--- src/rtl/bomb_controller.sv ---
// rtl/bomb_controller.sv - bomb slot FSMs, placement arbitration, explosion events and sprite hit test.
// Optional blinking of nearly-expired bombs is enabled with `define BOMB_BLINK_EN.
module bomb_controller #(
    parameter int NUM_BOMBS    = 4,
    parameter int FUSE_FRAMES  = 120,
    parameter int BLAST_FRAMES = 30,
    parameter int TILE         = 28
) (
    input  logic       Clk,
    input  logic       Reset,
    input  logic       frame_tick,
    input  logic       place_req,
    input  logic [4:0] place_gx,
    input  logic [4:0] place_gy,
    output logic       place_ack,
    output logic       place_nack,
    input  logic [9:0] DrawX,
    input  logic [9:0] DrawY,
    output logic       bomb_on,
    output logic [4:0] sprite_row,
    output logic [4:0] sprite_col,
    output logic       explode_valid,
    output logic [4:0] explode_gx,
    output logic [4:0] explode_gy,
    output logic [3:0] active_count
);

    localparam int CNT_MAX = (FUSE_FRAMES > BLAST_FRAMES) ? FUSE_FRAMES : BLAST_FRAMES;
    localparam int CW      = $clog2(CNT_MAX + 1);

    typedef enum logic [1:0] {
        S_IDLE    = 2'd0,
        S_FUSE    = 2'd1,
        S_EXPLODE = 2'd2
    } slot_state_e;

    slot_state_e          state_q [NUM_BOMBS];
    slot_state_e          state_d [NUM_BOMBS];
    logic [CW-1:0]        cnt_q   [NUM_BOMBS];
    logic [CW-1:0]        cnt_d   [NUM_BOMBS];
    logic [4:0]           gx_q    [NUM_BOMBS];
    logic [4:0]           gx_d    [NUM_BOMBS];
    logic [4:0]           gy_q    [NUM_BOMBS];
    logic [4:0]           gy_d    [NUM_BOMBS];
    logic [NUM_BOMBS-1:0] pend_q, pend_d;

    logic [NUM_BOMBS-1:0] load_vec, ev_sel, visible, in_cell;
    logic [4:0]           col_off [NUM_BOMBS];
    logic [4:0]           row_off [NUM_BOMBS];
    logic                 slot_free, dup_cell, accept;

    logic       ack_q, ack_d, nack_q, nack_d;
    logic       bomb_on_q, bomb_on_d;
    logic [4:0] row_q, row_d, col_q, col_d;

    // Lowest IDLE slot is the candidate; any FUSE slot on the same cell vetoes the request.
    always_comb begin
        load_vec  = '0;
        slot_free = 1'b0;
        dup_cell  = 1'b0;
        for (int i = 0; i < NUM_BOMBS; i++) begin
            if (!slot_free && state_q[i] == S_IDLE) begin
                load_vec[i] = 1'b1;
                slot_free   = 1'b1;
            end
            if (state_q[i] == S_FUSE && gx_q[i] == place_gx && gy_q[i] == place_gy) begin
                dup_cell = 1'b1;
            end
        end
        accept = place_req && slot_free && !dup_cell;
        ack_d  = accept;
        nack_d = place_req && !accept;
    end

    always_comb begin
        ev_sel        = '0;
        explode_valid = 1'b0;
        explode_gx    = '0;
        explode_gy    = '0;
        for (int i = 0; i < NUM_BOMBS; i++) begin
            if (!explode_valid && pend_q[i]) begin
                ev_sel[i]     = 1'b1;
                explode_valid = 1'b1;
                explode_gx    = gx_q[i];
                explode_gy    = gy_q[i];
            end
        end
    end

    always_comb begin
        state_d = state_q;
        cnt_d   = cnt_q;
        gx_d    = gx_q;
        gy_d    = gy_q;
        pend_d  = pend_q & ~ev_sel;
        for (int i = 0; i < NUM_BOMBS; i++) begin
            case (state_q[i])
                S_IDLE: begin
                    if (accept && load_vec[i]) begin
                        state_d[i] = S_FUSE;
                        cnt_d[i]   = CW'(FUSE_FRAMES);
                        gx_d[i]    = place_gx;
                        gy_d[i]    = place_gy;
                    end
                end
                S_FUSE: begin
                    if (frame_tick) begin
                        if (cnt_q[i] == CW'(1)) begin
                            state_d[i] = S_EXPLODE;
                            cnt_d[i]   = CW'(BLAST_FRAMES);
                            pend_d[i]  = 1'b1;
                        end else begin
                            cnt_d[i] = cnt_q[i] - CW'(1);
                        end
                    end
                end
                S_EXPLODE: begin
                    if (frame_tick) begin
                        if (cnt_q[i] == CW'(1)) begin
                            state_d[i] = S_IDLE;
                            cnt_d[i]   = '0;
                        end else begin
                            cnt_d[i] = cnt_q[i] - CW'(1);
                        end
                    end
                end
                default: state_d[i] = S_IDLE;
            endcase
        end
    end

`ifdef BOMB_BLINK_EN
    logic [2:0] frame_cnt_q;

    always_ff @(posedge Clk or posedge Reset) begin
        if (Reset) begin
            frame_cnt_q <= '0;
        end else if (frame_tick) begin
            frame_cnt_q <= frame_cnt_q + 3'd1;
        end
    end
`endif

    // Per-slot hit test; offsets are only meaningful when in_cell is set.
    for (genvar g = 0; g < NUM_BOMBS; g++) begin : g_slot
        logic [15:0] x0, y0, dx, dy;
        assign x0 = 16'(gx_q[g]) * 16'(TILE);
        assign y0 = 16'(gy_q[g]) * 16'(TILE);
        assign dx = 16'(DrawX) - x0;
        assign dy = 16'(DrawY) - y0;
`ifdef BOMB_BLINK_EN
        assign visible[g] = !((32'(cnt_q[g]) <= 30) && frame_cnt_q[2]);
`else
        assign visible[g] = 1'b1;
`endif
        assign in_cell[g] = (state_q[g] == S_FUSE) && visible[g]
                          && (16'(DrawX) >= x0) && (dx < 16'(TILE))
                          && (16'(DrawY) >= y0) && (dy < 16'(TILE));
        assign col_off[g] = dx[4:0];
        assign row_off[g] = dy[4:0];
    end

    always_comb begin
        bomb_on_d = 1'b0;
        row_d     = '0;
        col_d     = '0;
        for (int i = NUM_BOMBS - 1; i >= 0; i--) begin
            if (in_cell[i]) begin
                bomb_on_d = 1'b1;
                row_d     = row_off[i];
                col_d     = col_off[i];
            end
        end
    end

    always_comb begin
        active_count = '0;
        for (int i = 0; i < NUM_BOMBS; i++) begin
            if (state_q[i] != S_IDLE) begin
                active_count = active_count + 4'd1;
            end
        end
    end

    always_ff @(posedge Clk or posedge Reset) begin
        if (Reset) begin
            for (int i = 0; i < NUM_BOMBS; i++) begin
                state_q[i] <= S_IDLE;
                cnt_q[i]   <= '0;
                gx_q[i]    <= '0;
                gy_q[i]    <= '0;
            end
            pend_q    <= '0;
            ack_q     <= 1'b0;
            nack_q    <= 1'b0;
            bomb_on_q <= 1'b0;
            row_q     <= '0;
            col_q     <= '0;
        end else begin
            state_q   <= state_d;
            cnt_q     <= cnt_d;
            gx_q      <= gx_d;
            gy_q      <= gy_d;
            pend_q    <= pend_d;
            ack_q     <= ack_d;
            nack_q    <= nack_d;
            bomb_on_q <= bomb_on_d;
            row_q     <= row_d;
            col_q     <= col_d;
        end
    end

    assign place_ack  = ack_q;
    assign place_nack = nack_q;
    assign bomb_on    = bomb_on_q;
    assign sprite_row = row_q;
    assign sprite_col = col_q;

endmodule
--- config.mk ---
export PLATFORM = sky130hd
export DESIGN_NAME = bomb_controller
export DESIGN_NICKNAME = d
export VERILOG_FILES = /design/src/rtl/bomb_controller.sv
export SDC_FILE = /design/constraint.sdc
export NUM_CORES = 1
export LEC_CHECK = 0
export BUFFER_PORTS_ARGS = -buffer_cell sky130_fd_sc_hd__buf_2
export CORE_ASPECT_RATIO = 0.8
export CORE_MARGIN = 3
export CORE_UTILIZATION = 50
export CTS_CLUSTER_SIZE = 24
export DETAILED_ROUTE_END_ITERATION = 8
export PLACE_DENSITY = 0.67
export SYNTH_ARGS = -nofsm -noshare
export SYNTH_HDL_FRONTEND = slang
export SYNTH_SLANG_ARGS = --single-unit
--- constraint.sdc ---
create_clock -name Clk -period 6.2 [get_ports Clk]
set_input_delay 1.24 -clock Clk [delete_from_list [all_inputs] [get_ports Clk]]
set_output_delay 1.24 -clock Clk [all_outputs]
set_load 0.005 [all_outputs]
==> run summary, run 1 <==
Status: finished clean
Top-count cell post-synth: ha_1
Vias in the first global route: 8315
Finished Cell Area: 11600 sq um
Worst Setup End Kind: flop
Slew Limit Headroom: 35.1%
RSZ-0062 raised after global routing: no
# H-tree levels: 3
Total CTS buffers: 9
DP Wirelength: 22600 um
Clock sinks: 93
Crit Path Max Fanout: 8
Ys flop type: dfrtp_1
CTS Buffer Depth: 2
Initial DRC count: 771
Cell Rows: 47
Port bufs: 60
Cell taking the most area after synthesis: dfrtp_1
Antenna violations before repair: 0
Post-synth net total: 1433
First-pass GRT wire length: 45700 um
Fmax: 199 MHz
Top-Level Pins: 62
GR Util All Layers: 24.9%
Synth area leaders: dfrtp_1 (22%), ha_1 (17%), fa_1 (8.9%)
DIE HEIGHT: 137 um
Final Setup Violations: 0
Synthesized instance count: 1202
Worst hold path type: reg -> reg
Hold Path Depth: 1
Worst slack at placement: 1.23 ns
Aggregate routed wire length: 28700 um
TritonCTS clock tree: done
Worst slew pin tran: 0.970 ns
Largest net degree at the start of global routing: 52
Number of distinct library cells after synthesis: 81
Core footprint: 20900 sq um
Final Util: 55.5%
Worst Setup Start Kind: flop
Fill count: 1917
Post-synth top area share: 21.6%
Max Transition Viols Final: 0
Mean area per synthesized cell: 8.98 sq um
Worst EP required: 6.46 ns
Synth warn: 0
MaxCap Viol Count: 0
Worst r2r path cells: 15
Clk_lat worst skew: 0.36 ns
Die W: 170 um
# hold bufs at CTS: 0
Fraction of registers with async set/reset: 100%
Post-cts resize count: 0
Starting Density: 51.6%
Clock transition at path regs: 0.07 ns
CP arrival: 5.28 ns
EDFF count, synth: 0
DR vias/cell: 6.01
Final ANT Viol Nets: 0
ANT cells: 0
Root Driver: clkbuf_16
Setup Skew: 0.0102 ns
Fin worst setup slack: 1.18 ns
Post-CTS Setup Inserts: 0
GR Overflow Total: 0
R2R Setup Slk: 1.18 ns
DR WL/cell: 18.9 um
Final Cycle Share: 81.0%
Post-route minimum period: 5.02 ns
Sum of negative setup slack: 0 ns
Post-DP Area: 11300 sq um
Sequential-to-total area share from yosys stat: 21.6%
DRC Markers: 0
Fin. Hold Viols: 0
Mapped cell area: 10800 sq um
Final Net Count: 1473
Path type of the worst setup path: reg -> reg
Area grow syn2layout: 7.60%
Die ar.: 23400 sq um
Via count: 9116
Layout cells sized above 1: 12.0%
Synthesis-stage register bit count: 93
RePlAce Congestion: 0.930
Drt first pass iters: 5
Commonest cells in the netlist: ha_1 (149), inv_1 (111), dfrtp_1 (93)
-- through the flow --
stage / hold slack [ns] / instances
detailed placement: 0.487 / 1500
global placement: 0.486 / 1500
CTS: 0.510 / 1516
finish: 0.505 / 1516
global route: 0.522 / 1516
floorplan: 0.466 / 1202
-- cell usage in the layout (no fill, tap or decap), types with 42 or more instances in the layout --
master / synthesis / layout
xnor2_1: 62 / 62
mux2_2: 42 / 42
a21oi_1: 86 / 86
inv_1: 111 / 110
buf_2: 13 / 60
fa_1: 48 / 48
o21ai_0: 50 / 50
nor2_1: 87 / 87
ha_1: 149 / 149
nand2_1: 63 / 63
dfrtp_1: 93 / 93
-- cell families (layout without fill, tap and decap cells) --
logic type / after synthesis / count (layout) / synth area share, %
multiplexers: 49 / 49 / 5.03
buffers and inverters: 147 / 192 / 5.51
flip-flops: 93 / 93 / 21.6
adder cells (fa/ha/maj): 197 / 197 / 26.2
AND/OR/NAND/NOR: 329 / 329 / 15.9
other: 1 / 1 / 0.0347
AO/OA/AOI/OAI: 304 / 304 / 19.1
XOR/XNOR: 82 / 82 / 6.65
-- final timing paths --
path | startpoint | end
worst max register to register | gy_q[12]$_DFFE_PP0P_ | sprite_row[2]$_DFF_PP0_
max in group asynchronous | Reset | gy_q[14]$_DFFE_PP0P_
worst min register to register | cnt_q[13]$_DFFE_PP0P_ | cnt_q[13]$_DFFE_PP0P_
min in group asynchronous | Reset | cnt_q[0]$_DFFE_PP0P_
worst min-delay path | cnt_q[13]$_DFFE_PP0P_ | cnt_q[13]$_DFFE_PP0P_
worst max-delay path | gy_q[12]$_DFFE_PP0P_ | sprite_row[2]$_DFF_PP0_
-- critical path, stage by stage (launching register included) --
cell and delay (ns):
dfrtp_1 0.52, fa_1 0.48, ha_1 0.22, fa_1 0.40, a21o_1 0.19, a21oi_1 0.16
xor2_1 0.19, ha_1 0.32, nor2b_1 0.18, a2111o_1 0.36, a211o_1 0.31, nor4b_1 0.38
o2111ai_1 0.22, nor4_4 0.48, a21oi_1 0.22, a32oi_1 0.28
-- registers in the layout, indices dropped and copies added (netlist names) --
signal and count:
sprite_row 5, pend_q 4, place_ack 1, cnt_q 28, state_q 8, gy_q 20
gx_q 20, bomb_on 1, place_nack 1, sprite_col 5
-- routing by layer --
metal | part of all wire (%) | GRT usage (%) | wire length, um
met1 | 51 | 39.3 | 14500
met5 | 0 | 0 | 0
met2 | 40 | 33.8 | 11500
met4 | 1.1 | 4.32 | 326
met3 | 8.1 | 6.77 | 2340
-- area by class of cell --
| class | count | area (sq um) | area share [%] |
|---|---|---|---|
| Clock buffer | 10 | 229 | 1.97 |
| Clock inverter | 6 | 93.8 | 0.808 |
| Inverter | 111 | 419 | 3.61 |
| Multi-Input combinational cell | 962 | 7880 | 67.8 |
| Sequential cell | 93 | 2330 | 20.0 |
| Tap cell | 269 | 337 | 2.90 |
| Timing Repair Buffer | 65 | 338 | 2.91 |
Power of run 1 is left out: the tool's default activity adds up to more than one toggle a clock period on the data nets, which glitch-free logic cannot reach.
==> run 2: changes to the inputs <==
Settings changed: PLACE_DENSITY 0.67 to 0.7.
Clock period 6.2 ns to 4.2 ns, I/O delays scaled along.
==> run 2 against run 1 <==
The flow now finishes with violations (setup timing). Clock-buffer cell count shrank 1. First-iteration DRC count grew 15%. Final cell count grew 7.2%. Via count grew 5.4%. Wire length grew 7.5%. Worst hold slack gained 0.0022 ns. Flip-flop and latch count is the same. Clock skew shrank 0.0051 ns. Fmax grew 16%. Non-clock buffer count grew 109. Sequential share of layout area shrank 1.5 points. Critical endpoint is now sprite_col[2]$_DFF_PP0_.
==> run summary, run 2 (synthesized netlist as in run 1, its figures left out) <==
Status: complete, but fails checks
Violated checks: setup timing
Via count: 9604
Area grow syn2layout: 16.8%
DR vias/cell: 5.91
Fin worst setup slack: -0.128 ns
# placed instances: 1598
Post-route minimum period: 4.33 ns
Clk_lat worst skew: 0.36 ns
Min-delay src: pend_q[3]$_DFF_PP0_
Starting Density: 51.6%
Final Setup Violations: 11
Root Driver: clkbuf_16
Worst slew pin tran: 0.806 ns
CTS Buffer Depth: 2
GR Util All Layers: 26.5%
Crit-path leading delay family: simple AND/OR/NAND/NOR gates
DR WL/cell: 19.0 um
Crit-path most repeated cell: or4_4
Cell Rows: 47
RR Endpoint: sprite_col[2]$_DFF_PP0_
Clock sinks: 93
TritonCTS clock tree: done
Antenna violations before repair: 0
Die ar.: 23400 sq um
Crit-path cells: fa_1, ha_2, fa_2, a21o_1, a21oi_2, xor2_1, ha_1, or4_4, nor2_4, a311oi_1, or4_4, or3_4, nand3b_1, a32oi_1
Final ANT Viol Nets: 0
Worst hold path type: reg -> reg
# H-tree levels: 3
Largest net degree at the start of global routing: 61
Worst Setup End Kind: flop
Aggregate routed wire length: 30800 um
Biggest register: cnt_q
Layout cells sized above 1: 22.3%
Final Net Count: 1582
Die W: 170 um
Worst Setup Start Kind: flop
Initial DRC count: 885
Final Cycle Share: 103%
CP bufs+invs: 0
RePlAce Congestion: 0.984
Setup Skew: 0.00514 ns
Slowest-stage cell, CP: or4_4
Port bufs: 60
Total CTS buffers: 9
Fmax: 231 MHz
Drt first pass iters: 5
Worst Hold Path EP: pend_q[3]$_DFF_PP0_
RSZ-0062 raised after global routing: yes
GR Overflow Total: 0
Hold Path Depth: 1
CP arrival: 4.55 ns
Vias in the first global route: 9068
Layout Cells excl Fill: 1625
DP Wirelength: 24400 um
Max Transition Viols Final: 0
Slowest stage delay, CP: 0.60 ns
Worst r2r path cells: 14
MaxCap Viol Count: 0
Top-Level Pins: 62
ANT cells: 0
Path type of the worst setup path: reg -> reg
Slew Limit Headroom: 46.3%
RR Startpoint: gx_q[7]$_DFFE_PP0P_
Max reg flops: 28
First-pass GRT wire length: 48400 um
R2R Setup Slk: -0.13 ns
DRC Markers: 0
Fin. Hold Viols: 0
Clock transition at path regs: 0.08 ns
Worst EP required: 4.43 ns
# hold bufs at CTS: 0
DIE HEIGHT: 137 um
Core footprint: 20900 sq um
Most frequent cells in the layout: ha_1 (145), buf_4 (112), inv_1 (108)
Top Registers: cnt_q: 28 flops, gx_q: 20 flops, gy_q: 20 flops
Crit Path Max Fanout: 8
Fill count: 1825
Most common cell after layout, fill and taps aside: ha_1
-- run 2: cell types whose count changed in the layout (fill, tap and decap cells not counted), sizes merged --
cell and delta:
buf +108, inv +2, bufinv -1, clkbuf -1
clkdlybuf4s15 +1, clkinv +1, clkinvlp -1
-- run 2: cell type report --
type | count | area [sq um] | share of cell area (%)
inverters | 111 | 419 | 3.32
repair buffers | 174 | 1170 | 9.29
flip-flops and latches | 93 | 2340 | 18.6
multi-input cells | 962 | 8030 | 63.7
clock inverters | 7 | 87.6 | 0.694
well taps | 269 | 337 | 2.67
clock buffers | 9 | 225 | 1.79
-- run 2: repair_timing --
action / 4_1_cts / 5_1_grt
resized for setup: 25 / 11
gates cloned: 1 / 0
pin swaps: 31 / 2
endpoints found under the setup margin: 11 / 11
buffers inserted: 8 / 2
-- run 2: per-layer routing --
metal  track usage [%]  wire (um)  up-vias
met1              40.0      14900     4609
li1                  -          -     4617
met2              38.5      13100      336
met3              5.65       2270       42
met5                 0          0        -
met4              6.94        591        0
-- run 2: through the flow --
stage          hold slack (ns)  setup slack, ns  utilization (%)  TNS, ns  instance area (sq um)
2_1_floorplan            0.466          0.00921                -        0                  10800
3_3_place_gp             0.486           -0.140             57.6   -0.876                  12100
3_5_place_dp             0.487           -0.273             57.6    -2.05                  12100
4_1_cts                  0.508          -0.0621             59.9   -0.542                  12500
5_1_grt                  0.525           -0.290             60.3    -2.81                  12600
6_report                 0.507           -0.128             60.3   -0.907                  12600
-- run 2: worst max-delay path by stage --
stage          slack [ns]  cells past startpoint                      end                start
3_3_place_gp        -0.14                     18  sprite_row[3]$_DFF_PP0_  gy_q[6]$_DFFE_PP0P_
6_report            -0.13                     14  sprite_col[2]$_DFF_PP0_  gx_q[7]$_DFFE_PP0P_
3_5_place_dp        -0.27                     14  sprite_row[2]$_DFF_PP0_  gx_q[6]$_DFFE_PP0P_
2_1_floorplan       0.009                     16  sprite_col[4]$_DFF_PP0_  gy_q[2]$_DFFE_PP0P_
4_1_cts             -0.06                     18  sprite_col[2]$_DFF_PP0_  gy_q[7]$_DFFE_PP0P_
5_1_grt             -0.29                     18  sprite_col[2]$_DFF_PP0_  gy_q[7]$_DFFE_PP0P_
Power of run 2 is left out for the same reason.
==> run 3: changes to the inputs <==
--- a/config.mk
+++ b/config.mk
@@ -10,6 +10,5 @@
 export CORE_MARGIN = 3
-export CORE_UTILIZATION = 50
+export CORE_UTILIZATION = 44
 export CTS_CLUSTER_SIZE = 24
 export DETAILED_ROUTE_END_ITERATION = 8
-export PLACE_DENSITY = 0.7
 export SYNTH_ARGS = -nofsm -noshare
==> constraint.sdc (replaced) <==
create_clock -name Clk -period 4.2 [get_ports Clk]
set_input_delay 0 -clock Clk [delete_from_list [all_inputs] [get_ports Clk]]
set_output_delay 0 -clock Clk [all_outputs]
set_load 0.005 [all_outputs]
==> run 3 against run 2 <==
The run still ends with setup timing left. Flip-flop and latch count is the same. Worst hold slack lost 0.49 ns. Sequential share of layout area shrank 0.22 points. Non-clock buffer count grew 20. Cell area grew 1.2%. Core utilization shrank 6.6 points. Wire length grew 2.8%. Fmax shrank 0.45%. Worst setup slack lost 0.019 ns.
==> run summary, run 3 (synthesized netlist as in run 1, its figures left out) <==
Final Net Count: 1602
Clock sinks: 93
# H-tree levels: 3
Crit Path Max Fanout: 8
Slowest-stage cell, CP: or4_4
Met2 Use GR: 34.2%
Via count: 9511
Biggest register: cnt_q
Largest net degree at the start of global routing: 71
Fin worst setup slack: -0.148 ns
Area grow syn2layout: 18.2%
Drt first pass iters: 5
Fmax: 230 MHz
First-pass GRT wire length: 50800 um
Clock transition at path regs: 0.07 ns
GR Overflow Total: 0
Hold Path Depth: 3
CP Depth: 19
Core footprint: 23800 sq um
ANT cells: 0
Post-route minimum period: 4.35 ns
Slowest stage delay, CP: 0.60 ns
Worst r2r path cells: 19
Antenna violations before repair: 0
Aggregate routed wire length: 31700 um
Violated checks: setup timing
Worst slew pin tran: 0.992 ns
Final Cycle Share: 104%
R2R Setup Slk: -0.15 ns
Slew Limit Headroom: 33.9%
Worst Setup End Kind: flop
Crit-path leading delay family: adder cells
Met3 usage: 5.58%
DRC Markers: 0
TritonCTS clock tree: done
Max Transition Viols Final: 0
Final ANT Viol Nets: 0
RePlAce Congestion: 0.936
Top-Level Pins: 62
Worst Setup Start Kind: flop
Starting Density: 45.4%
Worst hold path type: in -> reg
Met1 Usage GRT: 37.6%
Status: complete, but fails checks
Final Setup Violations: 11
Fill count: 2227
Total CTS buffers: 9
Hold_ws: 0.0124 ns
Cell Rows: 50
Crit-path cells: fa_1, ha_2, inv_1, fa_2, inv_2, a21oi_1, nor2_1, nor2_1, xor2_1, ha_1, buf_6, buf_4, nor3b_1, mux2i_1, o211ai_1, or4_4, or3_4, nand3b_1, a32oi_2
Finished Cell Area: 12800 sq um
Root Driver: clkbuf_16
Setup Skew: 0.0121 ns
GR Util All Layers: 24.0%
Most frequent cells in the layout: ha_1 (145), buf_4 (123), inv_1 (107)
DR WL/cell: 18.8 um
Max reg flops: 28
Worst EP required: 4.44 ns
RSZ-0062 raised after global routing: yes
Most common cell after layout, fill and taps aside: ha_1
Layout cells sized above 1: 22.7%
Initial DRC count: 750
Clk_lat worst skew: 0.37 ns
Layer with the highest usage: met1
CTS Buffer Depth: 2
Port bufs: 60
MaxCap Viol Count: 0
Top Registers: cnt_q: 28 flops, gx_q: 20 flops, gy_q: 20 flops
Post-DP Area: 12200 sq um
Path type of the worst setup path: reg -> reg
Crit-path most repeated cell: nor2_1
Vias in the first global route: 9111
DIE HEIGHT: 146 um
Fin. Hold Viols: 0
Die W: 181 um
DP Wirelength: 25100 um
CP arrival: 4.59 ns
DR vias/cell: 5.64
CP bufs+invs: 4
Die ar.: 26500 sq um
## run 3: changes by cell type in the layout (fill, tap and decap cells not counted), moves of 2 or more
cell           before  now
dlygate4sd3_1       0    6
a21oi_1            82   80
clkbuf_1            0    2
inv_6               2    0
buf_4             112  123
buf_6               0    3
inv_8               2    0
## run 3: tightest hold or removal path, delay by kind of cell
kind,cells,cell delay [ns]
AND/OR/NAND/NOR,2,0.16
buffers and inverters,1,0.18
## run 3: final cells by class
class                      instances  area, sq um  area share (%)
multi-input combinational        962         8010            62.7
sequential                        93         2340            18.3
timing repair buffer             194         1340            10.5
inverter                         111          419            3.28
tap                              312          390            3.06
clock buffer                      12          246            1.93
clock inverter                     3         22.5           0.176
## run 3: final timing paths
check | from | to
hold / removal | frame_tick | pend_q[2]$_DFF_PP0_
max in group asynchronous | Reset | gy_q[11]$_DFFE_PP0P_
setup / recovery | gy_q[5]$_DFFE_PP0P_ | sprite_row[3]$_DFF_PP0_
setup reg to reg | gy_q[5]$_DFFE_PP0P_ | sprite_row[3]$_DFF_PP0_
min in group asynchronous | Reset | cnt_q[6]$_DFFE_PP0P_
hold reg to reg | cnt_q[20]$_DFFE_PP0P_ | cnt_q[20]$_DFFE_PP0P_
## run 3: timing repair
item                       CTS  global route
pin swaps                   34             9
setup endpoints to repair   11            11
cloned                       1             0
buffers inserted            10             3
hold buffers                 6             0
hold endpoints to repair    74             0
gates resized for setup     20            19
## run 3: metal layers
| layer | wire [um] | up-vias |
|---|---|---|
| li1 | - | 4661 |
| met1 | 16000 | 4569 |
| met2 | 13100 | 257 |
| met3 | 2230 | 24 |
| met4 | 421 | 0 |
| met5 | 0 | - |
## run 3: per-stage QoR
step	cells	utilization (%)	TNS [ns]	setup WS, ns
2_1_floorplan	1202	-	0	0.00921
3_3_place_gp	1653	51.3	-2.04	-0.214
3_5_place_dp	1653	51.3	-2.24	-0.258
4_1_cts	1684	53.3	-0.311	-0.0684
5_1_grt	1687	53.7	-3.04	-0.299
6_report	1687	53.7	-1.08	-0.148
Power of run 3 is left out for the same reason.
